===== config.mk =====
export PLATFORM = sky130hd
export DESIGN_NAME = instr_fetch
export DESIGN_NICKNAME = d
export VERILOG_FILES = /design/src/rtl/cpu_pkg.sv /design/src/rtl/fetch_fifo.sv /design/src/rtl/instr_fetch.sv
export SDC_FILE = /design/constraint.sdc
export NUM_CORES = 1
export LEC_CHECK = 0
export CAP_MARGIN = 20
export CELL_PAD_IN_SITES_DETAIL_PLACEMENT = 1
export CELL_PAD_IN_SITES_GLOBAL_PLACEMENT = 2
export CORE_MARGIN = 2
export CORE_UTILIZATION = 37
export CTS_BUF_LIST = sky130_fd_sc_hd__clkbuf_4 sky130_fd_sc_hd__clkbuf_8 sky130_fd_sc_hd__clkbuf_16
export DETAILED_ROUTE_END_ITERATION = 10
export GPL_TIMING_DRIVEN = 1
export PLACE_DENSITY = 0.76
export SLEW_MARGIN = 20
export SYNTH_ARGS = -nofsm -noshare
export SYNTH_HDL_FRONTEND = slang
export SYNTH_HIERARCHICAL = 1
export SYNTH_SLANG_ARGS = --single-unit

===== constraint.sdc =====
create_clock -name clock -period 2.5 [get_ports clock]
set_input_delay 0.5 -clock clock [delete_from_list [all_inputs] [get_ports clock]]
set_output_delay 0.5 -clock clock [all_outputs]
set_load 0.05 [all_outputs]

===== src/rtl/cpu_pkg.sv =====
// Types and constants shared by the fetch stage and the stack-machine execute core.
// Opcode values are fixed by the core's decoder.
package cpu_pkg;

  localparam int WORD_W = 16;
  localparam int ENTRY_W = 2 * WORD_W;
  localparam logic [WORD_W-1:0] RESET_PC_DFLT = 16'h0000;

  typedef enum logic [WORD_W-1:0] {
    IGN  = 16'h0000, LIT  = 16'h0001, DUP  = 16'h0002, DRP  = 16'h0003,
    SWP  = 16'h0004, OVR  = 16'h0005, ADD  = 16'h0006, SUB  = 16'h0007,
    MUL  = 16'h0008, DIV  = 16'h0009, AND  = 16'h000a, ORR  = 16'h000b,
    XOR  = 16'h000c, SHL  = 16'h000d, SHR  = 16'h000e, LDM  = 16'h000f,
    STM  = 16'h0010, JMP  = 16'h0011, BRA  = 16'h0012, BEC  = 16'h0013,
    CALL = 16'h0014, RET  = 16'h0015, HLT  = 16'h0016, NOT  = 16'h0017
  } opcode_t;

  typedef struct packed {
    logic [WORD_W-1:0] pc;
    logic [WORD_W-1:0] word;
  } fetch_entry_t;

endpackage


===== src/rtl/fetch_fifo.sv =====
// Circular prefetch buffer; head data is combinational, push/pop/flush act at the clock edge.
// Flush and reset override push/pop; simultaneous push and pop is legal when full.
module fetch_fifo #(
  parameter int DEPTH = 4,
  parameter int W = 32
) (
  input  logic                     clock,
  input  logic                     reset,
  input  logic                     flush,
  input  logic                     push,
  input  logic [W-1:0]             push_data,
  input  logic                     pop,
  output logic [W-1:0]             head_data,
  output logic [$clog2(DEPTH):0]   count
);

  localparam int AW = $clog2(DEPTH);
  localparam logic [AW:0] FULL = (AW+1)'(DEPTH);

  logic [W-1:0]  mem [DEPTH];
  logic [AW-1:0] wr_ptr;
  logic [AW-1:0] rd_ptr;

  assign head_data = mem[rd_ptr];

  // Power-of-two depth lets the pointers wrap by plain overflow.
  always_ff @(posedge clock) begin
    if (reset || flush) begin
      wr_ptr <= '0;
      rd_ptr <= '0;
      count  <= '0;
    end else begin
      if (push) begin
        mem[wr_ptr] <= push_data;
        wr_ptr      <= wr_ptr + 1'b1;
      end
      if (pop) rd_ptr <= rd_ptr + 1'b1;
      case ({push, pop})
        2'b10:   count <= count + 1'b1;
        2'b01:   count <= count - 1'b1;
        default: ;
      endcase
    end
  end

  no_overflow: assert property (@(posedge clock) disable iff (reset || flush)
                                (push && !pop) |-> (count != FULL));

endmodule


===== src/rtl/instr_fetch.sv =====
// Fetch stage: drives the sync ROM, queues {pc, word} pairs, hands them to the core via valid/ready.
// First word valid 2 cycles after reset/+3 after redirect; issue stalls once queue plus in-flight reach DEPTH. Option macro: FETCH_PERF_EN.
module instr_fetch
  import cpu_pkg::*;
#(
  parameter int DEPTH = 4,
  parameter logic [15:0] RESET_PC = RESET_PC_DFLT
) (
  input  logic        clock,
  input  logic        reset,
  output logic [15:0] address_rom,
  input  logic [15:0] q_rom,
  input  logic        redirect,
  input  logic [15:0] redirect_pc,
  output logic [15:0] instr,
  output logic [15:0] instr_pc,
  output logic        instr_valid,
  input  logic        instr_ready
`ifdef FETCH_PERF_EN
  ,
  output logic [15:0] perf_fetched,
  output logic [15:0] perf_stall
`endif
);

  localparam int AW = $clog2(DEPTH);
  localparam logic [AW+1:0] DEPTH_W = (AW+2)'(DEPTH);

  logic [15:0]   fetch_pc;
  logic [15:0]   req_pc;
  logic          req_valid;
  logic [15:0]   hold_instr;
  logic [15:0]   hold_pc;
  logic [AW:0]   count;
  logic [AW+1:0] occupancy;
  logic          issue;
  logic          push;
  logic          pop;
  fetch_entry_t  head;
  fetch_entry_t  tail;

  // The in-flight word already owns a slot, so it counts toward occupancy.
  assign occupancy   = {1'b0, count} + {{(AW+1){1'b0}}, req_valid};
  assign issue       = !redirect && (occupancy < DEPTH_W);
  assign push        = req_valid && !redirect;
  assign instr_valid = (count != '0);
  assign pop         = instr_valid && instr_ready && !redirect;
  assign tail        = '{pc: req_pc, word: q_rom};
  assign address_rom = fetch_pc;
  assign instr       = instr_valid ? head.word : hold_instr;
  assign instr_pc    = instr_valid ? head.pc   : hold_pc;

  fetch_fifo #(.DEPTH(DEPTH), .W(ENTRY_W)) u_fifo (
    .clock     (clock),
    .reset     (reset),
    .flush     (redirect),
    .push      (push),
    .push_data (tail),
    .pop       (pop),
    .head_data (head),
    .count     (count)
  );

  always_ff @(posedge clock) begin
    if (reset) begin
      fetch_pc   <= RESET_PC;
      req_valid  <= 1'b0;
      req_pc     <= '0;
      hold_instr <= '0;
      hold_pc    <= '0;
    end else begin
      if (redirect)   fetch_pc <= redirect_pc;
      else if (issue) fetch_pc <= fetch_pc + 16'd1;
      req_valid <= issue;
      if (issue) req_pc <= fetch_pc;
      if (instr_valid) begin
        hold_instr <= head.word;
        hold_pc    <= head.pc;
      end
    end
  end

`ifdef FETCH_PERF_EN
  always_ff @(posedge clock) begin
    if (reset) begin
      perf_fetched <= '0;
      perf_stall   <= '0;
    end else begin
      if (push) perf_fetched <= perf_fetched + 16'd1;
      if (instr_ready && !instr_valid) perf_stall <= perf_stall + 16'd1;
    end
  end
`endif

endmodule


==> results of run 1 <==
-- cell usage after synthesis, types with 2 or more instances --
library cell    n  area [um2]
a21oi_1        20         100
nor3_2          2        20.0
a311oi_2        3        45.0
mux4_1          2        52.6
nor2_1         21        78.8
a311oi_1        2        17.5
buf_1           2        7.51
o21ai_0         2        10.0
nor4_2          2        25.0
or3_1           2        12.5
mux2_1         29         327
mux2i_1         2        20.0
mux2_2          3        33.8
and4_1          3        26.3
buf_12          3        60.1
inv_2           2        7.51
and3_1          6        37.5
a21o_1          3        22.5
buf_2           6        30.0
ha_1            6        75.1
a211oi_1        8        60.1
o31a_1          3        26.3
nand2_1        41         154
nor2b_1        33         206
nand3_1         7        35.0
clkbuf_1        8        30.0
inv_1           9        33.8
dfxtp_1        74        1480
edfxtp_1      128        3840
buf_4           3        22.5
buf_6           2        22.5
xor2_1          5        43.8
mux4_2         30         676
xnor2_1         8        70.1
-- stage by stage --
| step | TNS, ns | hold WS, ns | utilization [%] | std cells |
|---|---|---|---|---|
| CTS | -4.17 | 0.504 | 48.9 | 906 |
| floorplan | 0 | 0.460 | - | 498 |
| global placement | 0 | 0.478 | 43.4 | 854 |
| global route | -5.03 | 0.527 | 49.1 | 906 |
| detailed placement | -0.0780 | 0.499 | 43.4 | 854 |
| finish | -2.91 | 0.499 | 49.1 | 906 |
-- power groups by stage --
stage	registers (uW)	clock network (uW)	logic, uW
floorplan	3760	0	191
global placement	3700	0	443
detailed placement	3700	0	453
CTS	3630	3340	485
global route	3640	3490	516
finish	3630	3270	484
-- metal layers --
| layer | GRT usage, % | up-vias |
|---|---|---|
| met2 | 28.9 | 105 |
| met3 | 2.79 | 27 |
| met4 | 4.29 | 0 |
| li1 | - | 2107 |
| met1 | 21.2 | 2320 |
| met5 | 0 | - |
-- area by class of cell --
cell class	instances	area [um2]
timing repair buffer	117	1330
multi-input combinational	261	2530
sequential	202	5330
clock buffer	29	633
tap	275	344
inverter	11	41.3
clock inverter	11	109
fill	2007	10700
-- kinds of logic (layout without fill, tap and decap cells) --
| group | count (synthesis) | in the layout |
|---|---|---|
| adder cells (fa/ha/maj) | 7 | 7 |
| XOR/XNOR | 13 | 13 |
| AO/OA/AOI/OAI | 45 | 45 |
| flip-flops | 202 | 202 |
| multiplexers | 66 | 66 |
| AND/OR/NAND/NOR | 130 | 130 |
| buffers and inverters | 35 | 168 |
-- sequential cells by signal (all words and copies together), names as in the netlist, named ones only --
name           cells
u_fifo/mem       128
address_rom       16
hold_instr        16
hold_pc           16
req_pc            16
u_fifo/count       3
u_fifo/rd_ptr      2
u_fifo/wr_ptr      2
req_valid          1
-- how the worst max path moves through the flow --
stage / startpoint / endpoint / slack, ns / depth (start not counted)
after CTS: flip-flop / instr_pc[15] / -0.16 / 5
final: flip-flop / instr_pc[15] / -0.14 / 5
after detailed placement: redirect / u_fifo/count[2] / -0.08 / 8
after global routing: flip-flop / instr[15] / -0.19 / 5
after floorplan: u_fifo/count[0] / u_fifo/count[2] / 0.04 / 9
after global placement: redirect / u_fifo/count[2] / 0.0005 / 8
-- what timing repair did --
item                       4_1_cts  5_1_grt
gates resized for setup         76       17
setup buffers                    9        1
setup endpoints to repair       32       32
cloned                           3        0
hold endpoints to repair         0        0
==> out/qor.txt, run 1 <==
status: finished with violations
failing checks: negative setup slack
Post-synth EDFFs: 128
Synth Area in Adders: 1.20%
Total Routing Usage GR: 16.5%
share of cells above drive strength 1: 30.4%
Final #Nets: 658
r2r setup slk: 0.25 ns
Worst EP required: 2.00 ns
placed cell areas: 0.00913 mm2
post-synthesis mux area share: 14.0%
post-synthesis cell area: 0.00794 mm2
worst r2r path cells: 8
Yosys reg bits: 202
prevailing post-synth register cell: edfxtp_1
core area: 0.0210 mm2
die area: 0.0227 mm2
Internal: 5780 uW
Inserted Diodes: 0
Max VDD drop: 374 uV
max_slew headroom: 62.7%
Worst-path clk slew: 0.06 ns
H-tree lvl count: 1
CTS tree: done
clock share of power: 44.3%
Clock Sinks: 202
Post-Syn Instances: 498
drt pass-1 iters: 4
combinational family with the most area after synthesis: multiplexers
routed wl met2: 9360 um
Iteration-0 DRC Markers: 192
maximum buffer depth of the clock tree: 3
RSZ-0062 raised after global routing: yes
Worst Setup Start Kind: flip-flop
Final Setup Violations: 32
initial antenna violation count: 0
Gate power share: 6.6%
net count after synthesis: 541
Final Max Slew Viols: 0
met1 WL: 7640 um
r2r endpoint: u_fifo/count[2]
root buffer cell: clkbuf_16
Via density: 5.03
Max Clock Skew: 0.0144 ns
most common cell after layout, fill and taps aside: edfxtp_1
P&R area growth vs syn: 29.9%
Netlist cell types: 52
die width: 151 um
Clk Latency, worst-skew pair: 0.50 ns
Wirelength per Cell: 20.0 um
setup ws final: -0.139 ns
Rows: 53
Crit path max-delay family: multiplexers
pwr dens: 715 mW/mm2
Final Hold Fails: 0
worst slew pin tran: 0.558 ns
aggregate routed wire length: 18100 um
Static Leak: 0.00375 uW
Seq/Total Area, Yosys: 67.0%
sequential power share: 49.2%
critical setup path kind: flip-flop to output port
fin crit share: 106%
R2R Path Start: u_fifo/count[0]
synth warn: 6
highest metal used: met4
Sw Ratio: 21.7%
hold path cells: 0
die height: 151 um
Compound-Gate Fraction of Synth Area: 4.10%
DR DRC count: 0
hold_sp: req_pc[15]
total design power: 7380 uW
total number of vias: 4559
metal3 WL: 802 um
Hold-fix buffers, CTS: 0
CP max stage delay: 0.51 ns
switching pwr: 1610 uW
GRT overflow: 0
XOR/XNOR share of the synthesized area: 1.43%
pin count of the biggest net entering global routing: 42
Design Area, Final: 0.0103 mm2
vias in the first global route: 5089
post-synthesis area per instance: 16.0 um2
num ports: 85
Routed Antenna Nets: 0
CP max stage cell: mux4_2
Worst setup EP type: output port
DP HPWL: 10800 um
Starting Density: 37.8%
Worst Path Arrival: 2.14 ns
TritonCTS Buffers: 22
Max Cap Viol: 0
Hold Path End: u_fifo/mem[0][31]
Post-Place Worst Slack: -0.0780 ns
ys async rst share: 0%
crit path cell chain: buf_12, buf_16, mux4_2, mux2_4, buf_6
HP Class: flip-flop to flip-flop
gpl congestion: 0.711
port bufs: 84
first-pass GRT wire length: 28500 um
crit path max fanout: 8
Synth Area in Simple Gates: 9.59%
Achievable Freq: 379 MHz
CP bufs+invs: 3
commonest non-fill, non-tap cells in the layout: edfxtp_1 (128), dfxtp_1 (73), clkdlybuf4s50_1 (50)
Tmin final: 2.64 ns
(Power assumes the default switching activity.)
==> run 2, diff against run 1 <==
CAP_MARGIN = 0   (was 20)
CORE_UTILIZATION = 41   (was 37)
PLACE_DENSITY = 0.8   (was 0.76)
clock period = 2.7 ns   (was 2.5 ns; I/O delays follow)
==> out/qor.txt, run 2 (synthesis gave the netlist of run 1 again) <==
status: finished, final reports clean (was finished with violations)
Clock Sinks: 202 (unchanged)
critical setup path kind: flip-flop to output port (unchanged)
Worst Setup Start Kind: flip-flop (unchanged)
final core occ: 53.0% (was 49.1%)
Max Clock Skew: 0.00722 ns (was 0.0144 ns)
Final Hold Fails: 0 (unchanged)
hold_sp: req_pc[3] (was req_pc[15])
root buffer cell: clkbuf_16 (unchanged)
crit path max fanout: 12 (was 8)
Final #Nets: 643 (was 658)
P&R area growth vs syn: 25.6% (was 29.9%)
crit path cell chain: buf_12, mux4_2, mux2_2, buf_6 (was buf_12, buf_16, mux4_2, mux2_4, buf_6)
CP bufs+invs: 2 (was 3)
Max Cap Viol: 0 (unchanged)
drt pass-1 iters: 4 (unchanged)
num ports: 85 (unchanged)
hold path cells: 2 (was 0)
Final Setup Violations: 0 (was 32)
Achievable Freq: 379 MHz
H-tree lvl count: 1 (unchanged)
Final Max Slew Viols: 0 (unchanged)
Static Leak: 0.00356 uW (was 0.00375 uW)
r2r setup slk: 0.32 ns (was 0.25 ns)
r2r endpoint: u_fifo/count[2] (unchanged)
pwr dens: 674 mW/mm2 (was 715 mW/mm2)
Crit path max-delay family: multiplexers (unchanged)
Sw Ratio: 21.8% (was 21.7%)
hold_ws: 0.505 ns (was 0.499 ns)
first-pass GRT wire length: 27900 um (was 28500 um)
commonest non-fill, non-tap cells in the layout: edfxtp_1 (128), dfxtp_1 (73), clkdlybuf4s50_1 (50) (unchanged)
CTS tree: done (unchanged)
Rows: 50 (was 53)
GR Util met1: 23.3% (was 21.2%)
Max VDD drop: 395 uV (was 374 uV)
Internal: 5250 uW (was 5780 uW)
maximum buffer depth of the clock tree: 3 (unchanged)
core area: 0.0188 mm2 (was 0.0210 mm2)
DR DRC count: 0 (unchanged)
CP max stage delay: 0.54 ns (was 0.51 ns)
Worst Path Arrival: 2.10 ns (was 2.14 ns)
Worst setup EP type: output port (unchanged)
TritonCTS Buffers: 22 (unchanged)
placed instance count: 832 (was 854)
worst r2r path cells: 9 (was 8)
met3 Use GR: 3.02% (was 2.79%)
CP max stage cell: mux4_2 (unchanged)
die width: 143 um (was 151 um)
placed cell areas: 0.00906 mm2 (was 0.00913 mm2)
Design Area, Final: 0.00998 mm2 (was 0.0103 mm2)
Inserted Diodes: 0 (unchanged)
HP Class: flip-flop to flip-flop (unchanged)
fin crit share: 97.7%
GRT overflow: 0 (unchanged)
gpl congestion: 0.749 (was 0.711)
Gate power share: 6.2% (was 6.6%)
port bufs: 84 (unchanged)
Iteration-0 DRC Markers: 314 (was 192)
Layout Cells excl Fill: 876 (was 906)
clock share of power: 43.7% (was 44.3%)
Via density: 5.18 (was 5.03)
sequential power share: 50.1% (was 49.2%)
routing usage on met2: 30.6% (was 28.9%)
total number of vias: 4540 (was 4559)
max_slew headroom: 54.8% (was 62.7%)
worst slew pin tran: 0.676 ns (was 0.558 ns)
Hold-fix buffers, CTS: 0 (unchanged)
share of cells above drive strength 1: 26.9% (was 30.4%)
Total Routing Usage GR: 17.7% (was 16.5%)
Top Usage Layer GRT: met2 (unchanged)
Wirelength per Cell: 20.4 um (was 20.0 um)
Worst EP required: 2.16 ns (was 2.00 ns)
Setup TNS: 0 ns (was -2.91 ns)
Largest register FFs: 128 (unchanged)
most common cell after layout, fill and taps aside: edfxtp_1 (unchanged)
vias in the first global route: 4977 (was 5089)
aggregate routed wire length: 17900 um (was 18100 um)
die height: 143 um (was 151 um)
switching pwr: 1470 uW (was 1610 uW)
Routed Antenna Nets: 0 (unchanged)
pin count of the biggest net entering global routing: 43 (was 42)
die area: 0.0205 mm2 (was 0.0227 mm2)
R2R Path Start: u_fifo/count[0] (unchanged)
DP HPWL: 10800 um (about the same)
initial antenna violation count: 0 (unchanged)
Starting Density: 42.2% (was 37.8%)
Clk Latency, worst-skew pair: 0.49 ns (was 0.50 ns)
Hold Path End: req_pc[3] (was u_fifo/mem[0][31])
Worst-path clk slew: 0.06 ns (about the same)
Tmin final: 2.64 ns
RSZ-0062 raised after global routing: yes (unchanged)
Reg with most FFs: u_fifo/mem (unchanged)
-- run 2: cell count changes in the layout (fill, tap and decap cells not counted), moves of 4 or more --
cell	before	now
clkbuf_4	4	8
mux2_4	31	6
buf_8	8	0
mux2_1	0	9
buf_4	18	13
mux2_2	1	17
-- run 2: worst max path at each step --
| stage | to | cells past startpoint |
|---|---|---|
| floorplan | u_fifo/count[2] | 9 |
| global placement | u_fifo/count[2] | 8 |
| detailed placement | u_fifo/count[2] | 8 |
| CTS | instr_pc[8] | 4 |
| global route | instr_pc[3] | 4 |
| finish | instr_pc[3] | 4 |
-- run 2: tightest hold or removal path, cell delays in order, from the launching register on --
cell and delay [ns]:
dfxtp_1 0.34, nand2_1 0.06, a21oi_1 0.05
-- run 2: repair_timing --
item	CTS	global route
cloned	1	1
gates resized for setup	23	28
hold endpoints to repair	0	0
setup endpoints to repair	29	29
setup buffers	2	1
pin swaps	0	0
-- run 2: routing by layer --
metal | vias to the layer above | wire length [um]
li1 | 2084 | -
met1 | 2330 | 7690
met2 | 100 | 9040
met3 | 26 | 822
met4 | 0 | 310
met5 | - | 0
-- run 2: power by group through the flow --
stage | sequential, uW | clock (uW) | combinational, uW
floorplan | 3480 | 0 | 177
global placement | 3430 | 0 | 390
detailed placement | 3440 | 0 | 398
CTS | 3370 | 3000 | 410
global route | 3380 | 3130 | 444
finish | 3370 | 2930 | 417
-- run 2: per-stage QoR --
stage          setup WS, ns  power, uW
2_1_floorplan         0.179       3660
3_3_place_gp          0.171       3820
3_5_place_dp         0.0997       3840
4_1_cts             0.00356       6780
5_1_grt             -0.0118       6950
6_report             0.0628       6720
-- run 2: final cells by class --
cell class                      instances  area (um2)
Clock buffer                           32         649
Clock inverter                          8        67.6
Fill cell                            1778        8850
Inverter                               11        41.3
Multi-Input combinational cell        261        2430
Sequential cell                       202        5330
Tap cell                              260         325
Timing Repair Buffer                  102        1130
==> run 3, diff against run 2 <==
==> constraint.sdc (replaced) <==
create_clock -name clock -period 2.7 [get_ports clock]
set_input_delay 0.675 -clock clock [delete_from_list [all_inputs] [get_ports clock]]
set_output_delay 0.675 -clock clock [all_outputs]
set_load 0.005 [all_outputs]
==> out/qor.txt, run 3 (synthesis gave the netlist of run 1 again) <==
Worst Setup Start Kind: flip-flop (unchanged)
drt pass-1 iters: 4 (unchanged)
crit path max fanout: 6 (was 12)
Worst-path clk slew: 0.06 ns (about the same)
hold_ws: 0.507 ns (was 0.505 ns)
Gate power share: 4.9% (was 6.2%)
total number of vias: 4612 (was 4540)
vias in the first global route: 5140 (was 4977)
Clock Sinks: 202 (unchanged)
Final Hold Fails: 0 (unchanged)
placed instance count: 836 (was 832)
CP max stage cell: mux4_2 (unchanged)
Worst EP required: 2.03 ns (was 2.16 ns)
die area: 0.0205 mm2 (unchanged)
most common cell after layout, fill and taps aside: edfxtp_1 (unchanged)
Final #Nets: 663 (was 643)
H-tree lvl count: 1 (unchanged)
die height: 143 um (unchanged)
Rows: 50 (unchanged)
Max Clock Skew: 0.0141 ns (was 0.00722 ns)
core area: 0.0188 mm2 (unchanged)
crit path cell chain: buf_12, buf_6, mux4_2, mux2_4, buf_6 (was buf_12, mux4_2, mux2_2, buf_6)
filler cell count: 1788 (was 1778)
Worst Path Arrival: 2.11 ns (was 2.10 ns)
Hold-fix buffers, CTS: 0 (unchanged)
Max Cap Viol: 0 (unchanged)
RSZ-0062 raised after global routing: yes (unchanged)
Static Leak: 0.00376 uW (was 0.00356 uW)
CTS tree: done (unchanged)
DR DRC count: 0 (unchanged)
Crit path max-delay family: multiplexers (unchanged)
clock share of power: 44.1% (was 43.7%)
max_slew headroom: 64.4% (was 54.8%)
setup ws final: -0.0884 ns (was 0.0628 ns)
commonest non-fill, non-tap cells in the layout: edfxtp_1 (128), dfxtp_1 (71), clkdlybuf4s50_1 (51) (was edfxtp_1 (128), dfxtp_1 (73), clkdlybuf4s50_1 (50))
CP bufs+invs: 3 (was 2)
Total Routing Usage GR: 19.6% (was 17.7%)
critical setup path kind: flip-flop to output port (unchanged)
port bufs: 84 (unchanged)
Design Area, Final: 0.0103 mm2 (was 0.00998 mm2)
Final Max Slew Viols: 0 (unchanged)
switching pwr: 1410 uW (was 1470 uW)
Layout Cells excl Fill: 896 (was 876)
Sw Ratio: 21.3% (was 21.8%)
Post-Place Worst Slack: -0.0504 ns (was 0.0997 ns)
Internal: 5210 uW (was 5250 uW)
Max VDD drop: 416 uV (was 395 uV)
Wirelength per Cell: 21.7 um (was 20.4 um)
sequential power share: 51.0% (was 50.1%)
pwr dens: 642 mW/mm2 (was 674 mW/mm2)
worst slew pin tran: 0.533 ns (was 0.676 ns)
crit-path most repeated cell: buf_6
maximum buffer depth of the clock tree: 3 (unchanged)
share of cells above drive strength 1: 31.3% (was 26.9%)
num ports: 85 (unchanged)
Multi-input gate area: 0.00253 mm2 (was 0.00243 mm2)
Reg with most FFs: u_fifo/mem (unchanged)
HP Class: flip-flop to flip-flop (unchanged)
first-pass GRT wire length: 30200 um (was 27900 um)
Worst setup EP type: output port (unchanged)
total design power: 6610 uW (was 6720 uW)
Routed Antenna Nets: 0 (unchanged)
Starting Density: 42.2% (unchanged)
failing checks: negative setup slack
Clk Latency, worst-skew pair: 0.50 ns (was 0.49 ns)
Iteration-0 DRC Markers: 201 (was 314)
initial antenna violation count: 0 (unchanged)
Largest register FFs: 128 (unchanged)
placed cell areas: 0.00918 mm2 (was 0.00906 mm2)
die width: 143 um (unchanged)
Inserted Diodes: 0 (unchanged)
status: finished with violations (was finished, final reports clean)
Achievable Freq: 359 MHz (was 379 MHz)
TritonCTS Buffers: 22 (unchanged)
pin count of the biggest net entering global routing: 44 (was 43)
aggregate routed wire length: 19400 um (was 17900 um)
Final Setup Violations: 24 (was 0)
gpl congestion: 0.772 (was 0.749)
Reg area: 0.00533 mm2 (about the same)
fin crit share: 103% (was 97.7%)
Tmin final: 2.79 ns (was 2.64 ns)
Via density: 5.15 (was 5.18)
CP max stage delay: 0.51 ns (was 0.54 ns)
P&R area growth vs syn: 29.6% (was 25.6%)
GRT overflow: 0 (unchanged)
DP HPWL: 10600 um (was 10800 um)
root buffer cell: clkbuf_16 (unchanged)
==> run 3: cell types whose count changed in the layout (fill, tap and decap cells not counted), sizes merged <==
cell / previous run / this run
buf: 51 / 70
clkinv: 5 / 9
clkdlybuf4s50: 50 / 51
clkbuf: 33 / 29
==> run 3: worst reg2reg max path: cells and delay by family (launching register included) <==
kind | cells | cell delay [ns]
compound gates | 1 | 0.19
flops | 1 | 0.36
simple gates | 3 | 0.71
xor+xnor | 1 | 0.16
fa+ha+maj | 2 | 0.61
buf+inv | 3 | 0.47
==> run 3: path summary, 6_finish.rpt <==
| kind | from | to | slack, ns | cells after the start |
|---|---|---|---|---|
| worst max register to register | u_fifo/count[1] | u_fifo/count[2] | 0.12 | 10 |
| worst min register to register | req_pc[0] | req_pc[0] | 0.51 | 2 |
| worst min-delay path | req_pc[0] | req_pc[0] | 0.51 | 2 |
| worst max-delay path | flip-flop | instr_pc[15] | -0.09 | 5 |
==> run 3: stage by stage <==
stage	TNS [ns]	utilization (%)
4_1_cts	-2.89	55.1
2_1_floorplan	0	-
5_1_grt	-2.77	54.7
3_3_place_gp	0	48.7
6_report	-1.02	54.7
3_5_place_dp	-0.0504	48.7
==> run 3: cell type report <==
| class | instances | area share, % |
|---|---|---|
| clock buffer | 28 | 5.95 |
| clock inverter | 12 | 0.875 |
| inverter | 11 | 0.401 |
| multi-input combinational | 261 | 24.5 |
| sequential | 202 | 51.8 |
| tap | 260 | 3.16 |
| timing repair buffer | 122 | 13.3 |
==> run 3: per-layer routing <==
layer	vias to the layer above	routed length [um]	GRT usage, %
met5	-	0	0
li1	2111	-	-
met3	23	896	3.15
met2	123	10200	34.9
met1	2355	8060	25.3
met4	0	276	4.22
==> run 3: power groups by stage <==
stage          Combinational, uW  Clock [uW]  Sequential, uW
3_3_place_gp                 288           0            3440
4_1_cts                      329        2960            3370
2_1_floorplan                129           0            3420
5_1_grt                      352        3080            3380
3_5_place_dp                 296           0            3440
6_report                     324        2910            3370
==> run 3: timing repair <==
action / CTS / global route
setup endpoints to repair: 32 / 34
pin swaps: 1 / 0
setup buffers: 20 / 1
gates cloned: 4 / 0
gates resized for setup: 208 / 8
